## src/rtl/adc_cnv_sequencer_if.sv

```systemverilog
// adc_cnv_sequencer_if: config, handshake and BUSY/CNV signals between the sequencer and its neighbours
interface adc_cnv_sequencer_if #(
    parameter int NUM_CH    = 1,
    parameter int DIV_WIDTH = 32,
    parameter int CNT_WIDTH = 16
);
    logic [DIV_WIDTH-1:0] cfg_divider;
    logic                 cfg_continuous;
    logic                 cfg_restart;
    logic                 cfg_zone1;
    logic [CNT_WIDTH-1:0] cfg_burst_len;
    logic                 ready;
    logic                 last;
    logic [NUM_CH-1:0]    busy;
    logic                 cnv;
    logic                 trigger_acq;
    logic                 running;
    logic [CNT_WIDTH-1:0] conv_count;
    logic                 err_overrun;

    modport master (
        output cfg_divider, cfg_continuous, cfg_restart, cfg_zone1, cfg_burst_len, ready, last, busy,
        input  cnv, trigger_acq, running, conv_count, err_overrun
    );

    modport slave (
        input  cfg_divider, cfg_continuous, cfg_restart, cfg_zone1, cfg_burst_len, ready, last, busy,
        output cnv, trigger_acq, running, conv_count, err_overrun
    );
endinterface

```

## src/rtl/adc_cnv_sequencer.sv

```systemverilog
// adc_cnv_sequencer: programmable CNV generator with bursts, orderly stop and BUSY-edge acquisition triggers
module adc_cnv_sequencer #(
    parameter int NUM_CH    = 1,
    parameter int DIV_WIDTH = 32,
    parameter int CNT_WIDTH = 16,
    parameter int CNV_HIGH  = 4
) (
    input logic                aclk,
    input logic                aresetn,
    adc_cnv_sequencer_if.slave bus
);
    typedef enum logic [1:0] {STOP, RUN, DRAIN} state_t;

    localparam int HW = $clog2(CNV_HIGH + 1);
    localparam logic [DIV_WIDTH-1:0] MIN_P = DIV_WIDTH'(CNV_HIGH + 2);

    state_t               state_q;
    logic [DIV_WIDTH-1:0] p_q, pc_q, p_d, pc_d;
    logic [HW-1:0]        hcnt_q;
    logic [CNT_WIDTH-1:0] cnt_q;
    logic                 cnv_q, trig_q, run_q, err_q, busy_q, pend_q;
    logic                 busy_any, fall, rise, wrap, start, stop_req, go;

    always_comb begin
        busy_any = |bus.busy;
        fall     = busy_q & ~busy_any;
        rise     = ~busy_q & busy_any;
        p_d      = (bus.cfg_divider > MIN_P) ? bus.cfg_divider : MIN_P;
        wrap     = pc_q == p_q - DIV_WIDTH'(1);
        pc_d     = wrap ? '0 : pc_q + DIV_WIDTH'(1);
        // a pulse still in flight after a restart suppresses the first new period
        start    = state_q == RUN && pc_q == '0 && bus.ready && !cnv_q && !bus.cfg_restart;
        stop_req = bus.cfg_divider == '0 ||
                   (!bus.cfg_continuous && (bus.last || (bus.cfg_burst_len != '0 && cnt_q == bus.cfg_burst_len)));
        go       = bus.cfg_divider != '0 && (bus.cfg_restart || bus.cfg_continuous);
    end

    always_ff @(posedge aclk) begin
        if (!aresetn) begin
            state_q <= STOP;
            p_q     <= MIN_P;
            pc_q    <= '0;
            hcnt_q  <= '0;
            cnt_q   <= '0;
            cnv_q   <= 1'b0;
            trig_q  <= 1'b0;
            run_q   <= 1'b0;
            err_q   <= 1'b0;
            busy_q  <= 1'b0;
            pend_q  <= 1'b0;
        end else begin
            busy_q <= busy_any;
            trig_q <= bus.ready && (bus.cfg_zone1 ? fall : (rise && pend_q));
            pend_q <= bus.cfg_zone1 ? 1'b0 : rise ? 1'b0 : fall ? 1'b1 : pend_q;
            if (start) begin
                cnv_q  <= 1'b1;
                hcnt_q <= HW'(CNV_HIGH - 1);
                cnt_q  <= (&cnt_q) ? cnt_q : cnt_q + CNT_WIDTH'(1);
            end else if (cnv_q) begin
                if (hcnt_q == '0) cnv_q <= 1'b0;
                else hcnt_q <= hcnt_q - HW'(1);
            end
            if (bus.cfg_restart) err_q <= 1'b0;
            else if (start && busy_any) err_q <= 1'b1;
            case (state_q)
                STOP: begin
                    if (go) begin
                        state_q <= RUN;
                        run_q   <= 1'b1;
                        pc_q    <= '0;
                        p_q     <= p_d;
                        cnt_q   <= '0;
                        pend_q  <= 1'b0;
                    end
                end
                RUN, DRAIN: begin
                    if (bus.cfg_restart) begin
                        state_q <= RUN;
                        run_q   <= 1'b1;
                        pc_q    <= '0;
                        p_q     <= p_d;
                        cnt_q   <= '0;
                    end else begin
                        pc_q <= pc_d;
                        if (wrap) p_q <= p_d;
                        if (state_q == RUN && stop_req) state_q <= DRAIN;
                        else if (state_q == DRAIN && wrap) begin
                            state_q <= STOP;
                            run_q   <= 1'b0;
                            pend_q  <= 1'b0;
                        end
                    end
                end
                default: state_q <= STOP;
            endcase
        end
    end

    assign bus.cnv         = cnv_q;
    assign bus.trigger_acq = trig_q;
    assign bus.running     = run_q;
    assign bus.conv_count  = cnt_q;
    assign bus.err_overrun = err_q;
endmodule

```

## src/flat_wrapper.sv

```systemverilog
// flat-port wrapper written by rule: the top's interface ports become plain ports
module adc_cnv_sequencer_flat 
#(
    parameter int NUM_CH    = 1,
    parameter int DIV_WIDTH = 32,
    parameter int CNT_WIDTH = 16,
    parameter int CNV_HIGH  = 4
)
  (aclk, aresetn, bus_cfg_divider, bus_cfg_continuous, bus_cfg_restart, bus_cfg_zone1, bus_cfg_burst_len, bus_ready, bus_last, bus_busy, bus_cnv, bus_trigger_acq, bus_running, bus_conv_count, bus_err_overrun);
  adc_cnv_sequencer_if #(.NUM_CH(NUM_CH), .DIV_WIDTH(DIV_WIDTH), .CNT_WIDTH(CNT_WIDTH)) bus_i ();
  input logic aclk;
  input logic aresetn;
  input wire logic [$bits(bus_i.cfg_divider)-1:0] bus_cfg_divider;
  input wire logic [$bits(bus_i.cfg_continuous)-1:0] bus_cfg_continuous;
  input wire logic [$bits(bus_i.cfg_restart)-1:0] bus_cfg_restart;
  input wire logic [$bits(bus_i.cfg_zone1)-1:0] bus_cfg_zone1;
  input wire logic [$bits(bus_i.cfg_burst_len)-1:0] bus_cfg_burst_len;
  input wire logic [$bits(bus_i.ready)-1:0] bus_ready;
  input wire logic [$bits(bus_i.last)-1:0] bus_last;
  input wire logic [$bits(bus_i.busy)-1:0] bus_busy;
  output wire logic [$bits(bus_i.cnv)-1:0] bus_cnv;
  output wire logic [$bits(bus_i.trigger_acq)-1:0] bus_trigger_acq;
  output wire logic [$bits(bus_i.running)-1:0] bus_running;
  output wire logic [$bits(bus_i.conv_count)-1:0] bus_conv_count;
  output wire logic [$bits(bus_i.err_overrun)-1:0] bus_err_overrun;
  assign bus_i.cfg_divider = bus_cfg_divider;
  assign bus_i.cfg_continuous = bus_cfg_continuous;
  assign bus_i.cfg_restart = bus_cfg_restart;
  assign bus_i.cfg_zone1 = bus_cfg_zone1;
  assign bus_i.cfg_burst_len = bus_cfg_burst_len;
  assign bus_i.ready = bus_ready;
  assign bus_i.last = bus_last;
  assign bus_i.busy = bus_busy;
  assign bus_cnv = bus_i.cnv;
  assign bus_trigger_acq = bus_i.trigger_acq;
  assign bus_running = bus_i.running;
  assign bus_conv_count = bus_i.conv_count;
  assign bus_err_overrun = bus_i.err_overrun;
  adc_cnv_sequencer #(.NUM_CH(NUM_CH), .DIV_WIDTH(DIV_WIDTH), .CNT_WIDTH(CNT_WIDTH), .CNV_HIGH(CNV_HIGH)) u_core (.aclk(aclk), .aresetn(aresetn), .bus(bus_i));
endmodule
```

## config.mk

```make
export PLATFORM = sky130hd
export DESIGN_NAME = adc_cnv_sequencer_flat
export DESIGN_NICKNAME = d
export VERILOG_FILES = /design/src/rtl/adc_cnv_sequencer_if.sv /design/src/rtl/adc_cnv_sequencer.sv /design/src/flat_wrapper.sv
export SDC_FILE = /design/constraint.sdc
export NUM_CORES = 1
export LEC_CHECK = 0
export CELL_PAD_IN_SITES_DETAIL_PLACEMENT = 0
export CELL_PAD_IN_SITES_GLOBAL_PLACEMENT = 1
export CORE_UTILIZATION = 44
export DETAILED_ROUTE_END_ITERATION = 8
export PLACE_DENSITY = 0.88
export SYNTH_ARGS = -nofsm -noshare
export SYNTH_HDL_FRONTEND = slang
export SYNTH_SLANG_ARGS = --single-unit
export TNS_END_PERCENT = 20
```

## constraint.sdc

```tcl
create_clock -name aclk -period 8 [get_ports aclk]
set_input_delay 0.8 -clock aclk [delete_from_list [all_inputs] [get_ports aclk]]
set_output_delay 0.8 -clock aclk [all_outputs]
set_load 0.03 [all_outputs]
```

After elaboration in Yosys (flattened, before gate mapping)
Index checks and enable logic that the tools add are counted.
{ "op_classes": {"bitwise": 6, "magnitude_cmp": 1, "reduce_logical": 36, "muxes": 39, "eq_ne": 10, "addsub": 4} }
{ "ops": {"columns": ["cell", "count"], "rows": [
  ["two-way mux 32 bit", 7],
  ["one-hot mux 32 bit (2 select lines)", 2],
  ["zero test 32 bit", 2],
  ["two-way mux 16 bit", 4],
  ["adder 32 x 1 -> 32 bit (second input constant)", 1],
  ["== test 32 bit", 1],
  ["> comparator 32 x 3 -> 1 bit (second input constant)", 1],
  ["one-hot mux 16 bit (2 select lines)", 1],
  ["nonzero test 32 bit", 1],
  ["subtractor 32 x 1 -> 32 bit (second input constant)", 1],
  ["adder 16 x 1 -> 16 bit (second input constant)", 1],
  ["== test 16 bit", 1],
  ["AND reduction 16 bit", 1],
  ["nonzero test 16 bit", 1],
  ["two-way mux 1 bit", 15],
  ["two-way mux 2 bit", 7],
  ["logical AND 1 bit", 12],
  ["AND reduction 2 bit", 4],
  ["inequality test 3 x 2 -> 1 bit (second input constant)", 2],
  ["OR reduction 2 bit", 3],
  ["inequality test 2 x 1 -> 1 bit (second input constant)", 2],
  ["inequality test 4 x 2 -> 1 bit (second input constant)", 1],
  ["NOT 1 bit", 4],
  ["one-hot mux 1 bit (2 select lines)", 2],
  ["other kinds (13)", 19]
]} }
{ "totals": {"input_bits": 56, "out_inout_bits": 20, "reg_bits": 91, "wordCells": 108} }

Logic depth before layout (Yosys ltp)
Gate-level depths: netlist (run 1).
{ "depth": {"ltp_word": 9, "depth_mapped": 12} }

Worst setup path after synthesis (run 1)
No wires, ideal clock.
{ "synth_path": {"path_kind": "register to register", "startpoint": "register u_core.p_q[0]", "endpoint": "register u_core.p_q[10]", "path_stages_with_launch": 13, "setup_ns": 0.132, "arrival_time_ns": 3.039, "path_slack_ns": 4.829, "required_time_ns": 7.868, "cell_sequence": "dfxtp_1 > inv_1 > ha_1 > nor3b_1 > nand4_1 > mux2i_1 > nor2_1 > a2111o_1 > or4_4 > o31a_1 > buf_2 > o21ai_1 > a21oi_1"} }
{ "synth_between": {"elab_chain_cells": 4} }
{ "synth_rtl": {"columns": ["element", "line_no", "source"], "rows": [
  ["start: declaration", "adc_cnv_sequencer.sv:18", "logic [DIV_WIDTH-1:0] p_q, pc_q, p_d, pc_d;"],
  ["start signal: assignment", "adc_cnv_sequencer.sv:71", "p_q <= p_d;"],
  ["start signal: assignment", "adc_cnv_sequencer.sv:81", "p_q <= p_d;"],
  ["start signal: assignment", "adc_cnv_sequencer.sv:85", "if (wrap) p_q <= p_d;"],
  ["subtractor 32 x 1 -> 32 bit", "adc_cnv_sequencer.sv:29", "wrap = pc_q == p_q - DIV_WIDTH'(1);"],
  ["== test 32 bit", "adc_cnv_sequencer.sv:29", null],
  ["inequality test 3 x 2 -> 1 bit (no source line)", null, null],
  ["AND reduction 3 bit (no source line)", null, null]
]} }
No other way between the ends.
A chain may end at the register's enable or synchronous reset.

Worst setup path after layout (run 1)
{ "layout_path": {"startpoint": "register u_core.p_q[0]", "endpoint": "register u_core.pc_q[19]"} }
{ "layout_between": {"elab_chain_cells": 5} }
{ "layout_rtl": {"columns": ["element", "line_no", "source"], "rows": [
  ["subtractor 32 x 1 -> 32 bit", "adc_cnv_sequencer.sv:29", null],
  ["== test 32 bit", "adc_cnv_sequencer.sv:29", null],
  ["two-way mux 32 bit", "adc_cnv_sequencer.sv:30", "pc_d = wrap ? '0 : pc_q + DIV_WIDTH'(1);"],
  ["two-way mux 32 bit", "adc_cnv_sequencer.sv:77", "if (bus.cfg_restart) begin"],
  ["one-hot mux 32 bit (2 select lines)", "adc_cnv_sequencer.sv:65", "case (state_q)"],
  ["end signal: assignment", "adc_cnv_sequencer.sv:84", "pc_q <= pc_d;"],
  ["end: declaration", "adc_cnv_sequencer.sv:18", null]
]} }
No other way between the ends.

==> results of run 1 <==
-- layer usage --
layer	up-vias	track usage (%)	part of all wire (%)	wire, µm
met5	-	0	0	0
met4	0	9.21	2.7	408
met3	27	5.62	5.3	805
met2	152	39.4	46	7060
met1	2453	32.1	46	6970
li1	2570	-	-	-
-- worst max-delay path by stage --
stage          depth (start not counted)                              endpoint  slack, ns                        from
6_report                              13          u_core.pc_q[19]$_SDFFE_PN0P_       3.77  u_core.p_q[0]$_SDFFE_PN0P_
5_1_grt                               13          u_core.pc_q[19]$_SDFFE_PN0P_       3.54  u_core.p_q[0]$_SDFFE_PN0P_
4_1_cts                               13          u_core.pc_q[19]$_SDFFE_PN0P_       3.86  u_core.p_q[0]$_SDFFE_PN0P_
3_5_place_dp                           9  u_core.bus.conv_count[13]$_SDFF_PN0_       3.77         bus_cfg_divider[16]
3_3_place_gp                           9  u_core.bus.conv_count[13]$_SDFF_PN0_       3.81         bus_cfg_divider[16]
2_1_floorplan                         12           u_core.p_q[10]$_SDFFE_PN0P_       4.83  u_core.p_q[0]$_SDFFE_PN0P_
-- registers in the layout, indices dropped and copies added (netlist names) --
signal	count
u_core.hcnt_q	3
u_core.pend_q	1
u_core.bus.conv_count	16
u_core.p_q	32
u_core.bus.running	1
u_core.pc_q	32
u_core.bus.cnv	1
u_core.busy_q	1
u_core.state_q	2
u_core.bus.err_overrun	1
u_core.bus.trigger_acq	1
-- power groups by stage --
stage               Clock [mW]  Sequential [mW]  Combinational (mW)
floorplan                    0            0.507               0.168
global placement             0            0.514               0.235
detailed placement           0            0.515               0.239
CTS                      0.418            0.505               0.240
global route             0.437            0.509               0.264
finish                   0.412            0.506               0.241
-- metrics by stage --
step / power, mW / hold slack (ns) / instance area [µm²] / std cells / setup slack (ns)
after floorplan: 0.676 / 0.461 / 5430 / 680 / 4.83
after global placement: 0.749 / 0.461 / 6240 / 873 / 3.81
after detailed placement: 0.755 / 0.479 / 6240 / 873 / 3.77
after CTS: 1.16 / 0.492 / 6520 / 889 / 3.86
after global routing: 1.21 / 0.516 / 6520 / 889 / 3.54
final: 1.16 / 0.483 / 6520 / 889 / 3.77
-- worst register-to-register path, cell delays in order, from the launching register on --
cell,delay (ns)
dfxtp_1,0.35
inv_1,0.08
ha_1,0.23
nor3b_1,0.66
nand4_1,0.29
mux2i_1,0.23
nor2_1,0.06
a2111o_1,0.38
or4_4,0.56
o31a_1,0.30
buf_4,0.26
o21ai_2,0.26
buf_4,0.34
nor3_1,0.11
-- cell type report --
cell class	instances	area [µm²]	share of cell area, %
clock buffers	10	239	3.66
clock inverters	6	47.5	0.729
inverters	21	78.8	1.21
multi-input cells	532	3350	51.3
flip-flops and latches	91	1820	27.9
well taps	147	184	2.82
repair buffers	82	803	12.3
-- logic make-up (layout without fill, tap and decap cells) --
group	after synthesis	count (layout)	share of synthesized area, %
AND/OR/NAND/NOR	290	290	27.8
AO/OA/AOI/OAI	128	128	14.7
XOR/XNOR	99	99	16.0
flip-flops	91	91	33.6
buffers and inverters	57	119	4.77
adder cells (fa/ha/maj)	11	11	2.49
multiplexers	4	4	0.738
-- cell usage in the layout, fill, tap and decap left out, types with 9 or more instances in the layout --
cell,netlist,layout
dfxtp_1,91,91
nor2_1,81,81
clkdlybuf4s50_1,0,75
nand3_1,60,60
xnor2_1,50,50
xor2_1,49,49
a21oi_1,39,39
o21ai_1,35,35
nand2_1,33,33
nor4_1,29,29
inv_1,21,21
nand4_1,21,21
nor3_1,19,19
ha_1,10,10
o21ai_0,9,9
clkbuf_16,0,9
==> results.json, run 1 <==
{
  "routed_via_density": 5.85,
  "max_freq_ghz": 0.236,
  "worstReg2RegStart": "u_core.p_q[0]$_SDFFE_PN0P_",
  "yosys.cell_count.top_type": "dfxtp_1",
  "path_buf_inv": 3,
  "root_buffer": "clkbuf_16",
  "wl_per_cell_um": 17.2,
  "fillers": 1152,
  "rows": 40,
  "r2r_cells": 13,
  "power.leakage_nw": 2.28,
  "p_seq_share_pct": 43.6,
  "die_w_um": 113,
  "setup_violations": 0,
  "place_congestion": 0.957,
  "cts_resized": 0,
  "p_int_uw": 798,
  "p_sw_uw": 362,
  "status": "finished clean",
  "startpoint_type": "register",
  "worstMarginPinSlew_ns": 1.27,
  "slew_violations": 0,
  "die_h_um": 113,
  "finalHoldViolations": 0,
  "utilization_pct": 54.3,
  "cts.sinks": 91,
  "clk_latency_ns": 0.35,
  "core-area_um2": 12000,
  "crit_path_frequent_cell": "buf_4",
  "tns_ns": 0,
  "drtPass1Iterations": 5,
  "synthFlopType": "dfxtp_1",
  "ir_drop_v": 0.000122,
  "relSlewSlack_pct": 15.0,
  "clock_power_share_pct": 35.6,
  "min_to": "u_core.bus.running$_SDFFE_PN0P_",
  "dr_total_vias": 5202,
  "grt_max_degree": 40,
  "grt_usage_pct": 24.5,
  "syn_nets": 746,
  "yosys-top-cells-area": "dfxtp_1, xnor2_1, xor2_1",
  "syn_avg_cell_area_um2": 7.98,
  "port_buffers": 75,
  "io_pins": 76,
  "critical_path_class": "reg -> reg",
  "arrival_ns": 4.45,
  "comb_power_share_pct": 20.8,
  "cts_tree": "built",
  "path_cells": "inv_1 > ha_1 > nor3b_1 > nand4_1 > mux2i_1 > nor2_1 > a2111o_1 > or4_4 > o31a_1 > buf_4 > o21ai_2 > buf_4 > nor3_1",
  "yosysWarnings": 0,
  "start_util_pct": 45.2,
  "critical_path.endpoint_type": "register",
  "syn_to_final_growth_pct": 20.2,
  "worst_path_max_delay_cell": "nor3b_1",
  "hold_class": "reg -> reg",
  "synth.yosys.seq_area_share_pct": 33.6,
  "r2r_slack_ns": 3.77,
  "drc": 0,
  "drive_gt1_share_pct": 4.45,
  "p_sw_share_pct": 31.2,
  "gr-total-overflow": 0,
  "synth_edf_count": 0,
  "cts_hold_buf": 0,
  "path_delay_family": "simple AND/OR/NAND/NOR gates",
  "synth_top_area_cell": "dfxtp_1",
  "min_path_cells": 2,
  "rsz0062_at_grt": "no",
  "synth_cell_types": 57,
  "power_density_nw_per_um2": 178,
  "fin_skew_ns": 0.0136,
  "cp_max_fo": 33,
  "hpwl_mm": 11.4,
  "antenna_found_initial": 0,
  "drv_cap": 0,
  "drt_iter0_drc": 283,
  "period_minus_slack_ns": 4.23,
  "post-route-period-util_pct": 52.9,
  "required_ns": 8.22,
  "reg2reg_to": "u_core.pc_q[19]$_SDFFE_PN0P_",
  "die_area_um2": 12800,
  "num_antenna_cells": 0,
  "grt_pass1_vias": 4944,
  "clockBufferDepth": 2,
  "cts_max_level": 3,
  "synth.top_cells.by_count": "dfxtp_1, nor2_1, nand3_1",
  "cts.clk_slew.worst_paths_ns": 0.06,
  "postSynthCellCount": 680,
  "ys_seq_elements": 91,
  "cts_buffers": 9,
  "critical_path.max_stage_delay_ns": 0.66,
  "finalNetCount": 803,
  "wl_mm": 15.3,
  "synth.cell_area_um2": 5430,
  "post_cts_buffers": 0,
  "postSynth.asyncResetShare_pct": 0,
  "synth_top_area_share_pct": 33.6,
  "grt_pass1_wl_mm": 24.6,
  "hp-start": "u_core.bus.running$_SDFFE_PN0P_",
  "ant_nets": 0
}
No activity file was read; power rests on OpenSTA's default activity.
==> run 2: changes to the inputs <==
Settings changed: CORE_UTILIZATION 44 to 41, PLACE_DENSITY 0.88 to 0.83.
Clock period 8 ns to 4.1 ns, I/O delays scaled along.
==> run 2 against run 1 <==
Effect of this change: via count increased by 0.79%; utilization decreased by 2.6 points; maximum frequency increased by 16%; total power increased by 93%; final area increased by 1.2%; sequential share of layout area decreased by 0.34 points; highest routed layer unchanged.
==> results.json, run 2 (synthesis results as in run 1) <==
{
  "preCtsSetupSlack_ns": 0.513,
  "syn_to_final_growth_pct": 21.7,
  "setup_ws_ns": 0.437,
  "period_minus_slack_ns": 3.66,
  "slew_violations": 0,
  "post_dp_cell_area_um2": 6350,
  "cts_buffers": 9,
  "port_buffers": 75,
  "cts_hold_buf": 0,
  "drtPass1Iterations": 5,
  "cts_tree": "built",
  "cts.clk_slew.worst_paths_ns": 0.06,
  "drt_iter0_drc": 370,
  "critical_path.endpoint_type": "register",
  "design_area_um2": 6610,
  "finalNetCount": 812,
  "path_cells": "nor4_1 > nand4_1 > xnor2_1 > nor4b_2 > nand4_1 > or4_4 > o31a_1 > buf_4 > nor4_1 > o21ai_1",
  "max_freq_ghz": 0.273,
  "required_ns": 4.30,
  "rsz0062_at_grt": "no",
  "drv_cap": 0,
  "place_congestion": 0.940,
  "root_buffer": "clkbuf_16",
  "post-route-period-util_pct": 89.3,
  "final_cell_mix": "dfxtp_1, nor2_1, clkdlybuf4s50_1",
  "worstMarginPinSlew_ns": 1.21,
  "cp_max_fo": 32,
  "die_w_um": 117,
  "status": "finished clean",
  "power.leakage_nw": 2.32,
  "ir_drop_v": 0.000213,
  "setup_violations": 0,
  "grt_pass1_wl_mm": 25.5,
  "tns_ns": 0,
  "die_area_um2": 13700,
  "grt_pass1_vias": 4944,
  "layout_commonest_cell": "dfxtp_1",
  "hold_class": "reg -> reg",
  "cts.sinks": 91,
  "relSlewSlack_pct": 18.6,
  "wl_per_cell_um": 17.2,
  "die_h_um": 117,
  "worst_path_max_delay_cell": "nor4_1",
  "rows": 41,
  "fillers": 1236,
  "fin_skew_ns": 0.00720,
  "core-area_um2": 12800,
  "start_util_pct": 42.5,
  "critical_path_class": "reg -> reg",
  "grt_max_degree": 35,
  "hpwl_mm": 12.1,
  "drc": 0,
  "cts_resized": 0,
  "clockBufferDepth": 2,
  "ant_nets": 0,
  "num_antenna_cells": 0,
  "io_pins": 76,
  "gr-total-overflow": 0,
  "power_density_nw_per_um2": 339,
  "dr_total_vias": 5243,
  "clk_latency_ns": 0.35,
  "drive_gt1_share_pct": 5.21,
  "grt_usage_pct": 24.5,
  "antenna_found_initial": 0,
  "startpoint_type": "register",
  "wl_mm": 15.9,
  "arrival_ns": 3.87,
  "post_cts_buffers": 0,
  "critical_path.max_stage_delay_ns": 0.83,
  "routed_via_density": 5.70,
  "finalHoldViolations": 0,
  "cts_max_level": 3
}
[run 2: cell types whose count changed in the layout (fill, tap and decap cells not counted)]
cell and delta:
inv_6 -2, clkinv_4 -2, buf_4 +8, clkinv_2 +1
buf_12 +1
[run 2: per-stage QoR]
stage | hold slack, ns | utilization [%] | cells | total power [mW]
finish | 0.511 | 51.7 | 920 | 2.24
global route | 0.525 | 51.7 | 920 | 2.35
CTS | 0.504 | 51.7 | 920 | 2.25
detailed placement | 0.489 | 49.7 | 907 | 1.50
global placement | 0.455 | 49.7 | 907 | 1.49
floorplan | 0.461 | - | 680 | 1.32
[run 2: area by class of cell]
class	count	area, µm²	area share (%)
multi-input combinational	532	3350	50.7
sequential	91	1820	27.6
timing repair buffer	91	883	13.4
clock buffer	10	239	3.62
tap	172	215	3.26
inverter	21	78.8	1.19
clock inverter	3	17.5	0.265
[run 2: path summary, 6_finish.rpt]
kind | startpoint | endpoint | slack [ns] | cells past startpoint
max | u_core.p_q[0]$_SDFFE_PN0P_ | u_core.p_q[1]$_SDFFE_PN1P_ | 0.44 | 10
min | u_core.hcnt_q[1]$_SDFFE_PN0P_ | u_core.hcnt_q[1]$_SDFFE_PN0P_ | 0.51 | 2
max reg2reg | u_core.p_q[0]$_SDFFE_PN0P_ | u_core.p_q[1]$_SDFFE_PN1P_ | 0.44 | 10
min reg2reg | u_core.hcnt_q[1]$_SDFFE_PN0P_ | u_core.hcnt_q[1]$_SDFFE_PN0P_ | 0.51 | 2
[run 2: routing by layer]
metal  vias up  global-route usage [%]  part of all wire, %
met5         -                       0                    0
met4         0                    7.26                  1.4
met3        16                    4.79                  4.4
met2       130                    41.7                   49
met1      2515                    31.5                   45
li1       2582                       -                    -
[run 2: report_power, final]
part	internal (mW)	switching, mW	leakage, nW
registers	0.927	0.0626	0.742
clock network	0.415	0.338	0.126
logic	0.217	0.282	1.45
total	1.56	0.683	2.32
[run 2: worst max-delay path: cells and delay by family, from the launching register on]
kind            cells  cell delay, ns
compound gates      2            0.44
xor+xnor            1            0.21
simple gates        6            2.24
buf+inv             1            0.25
flops               1            0.36
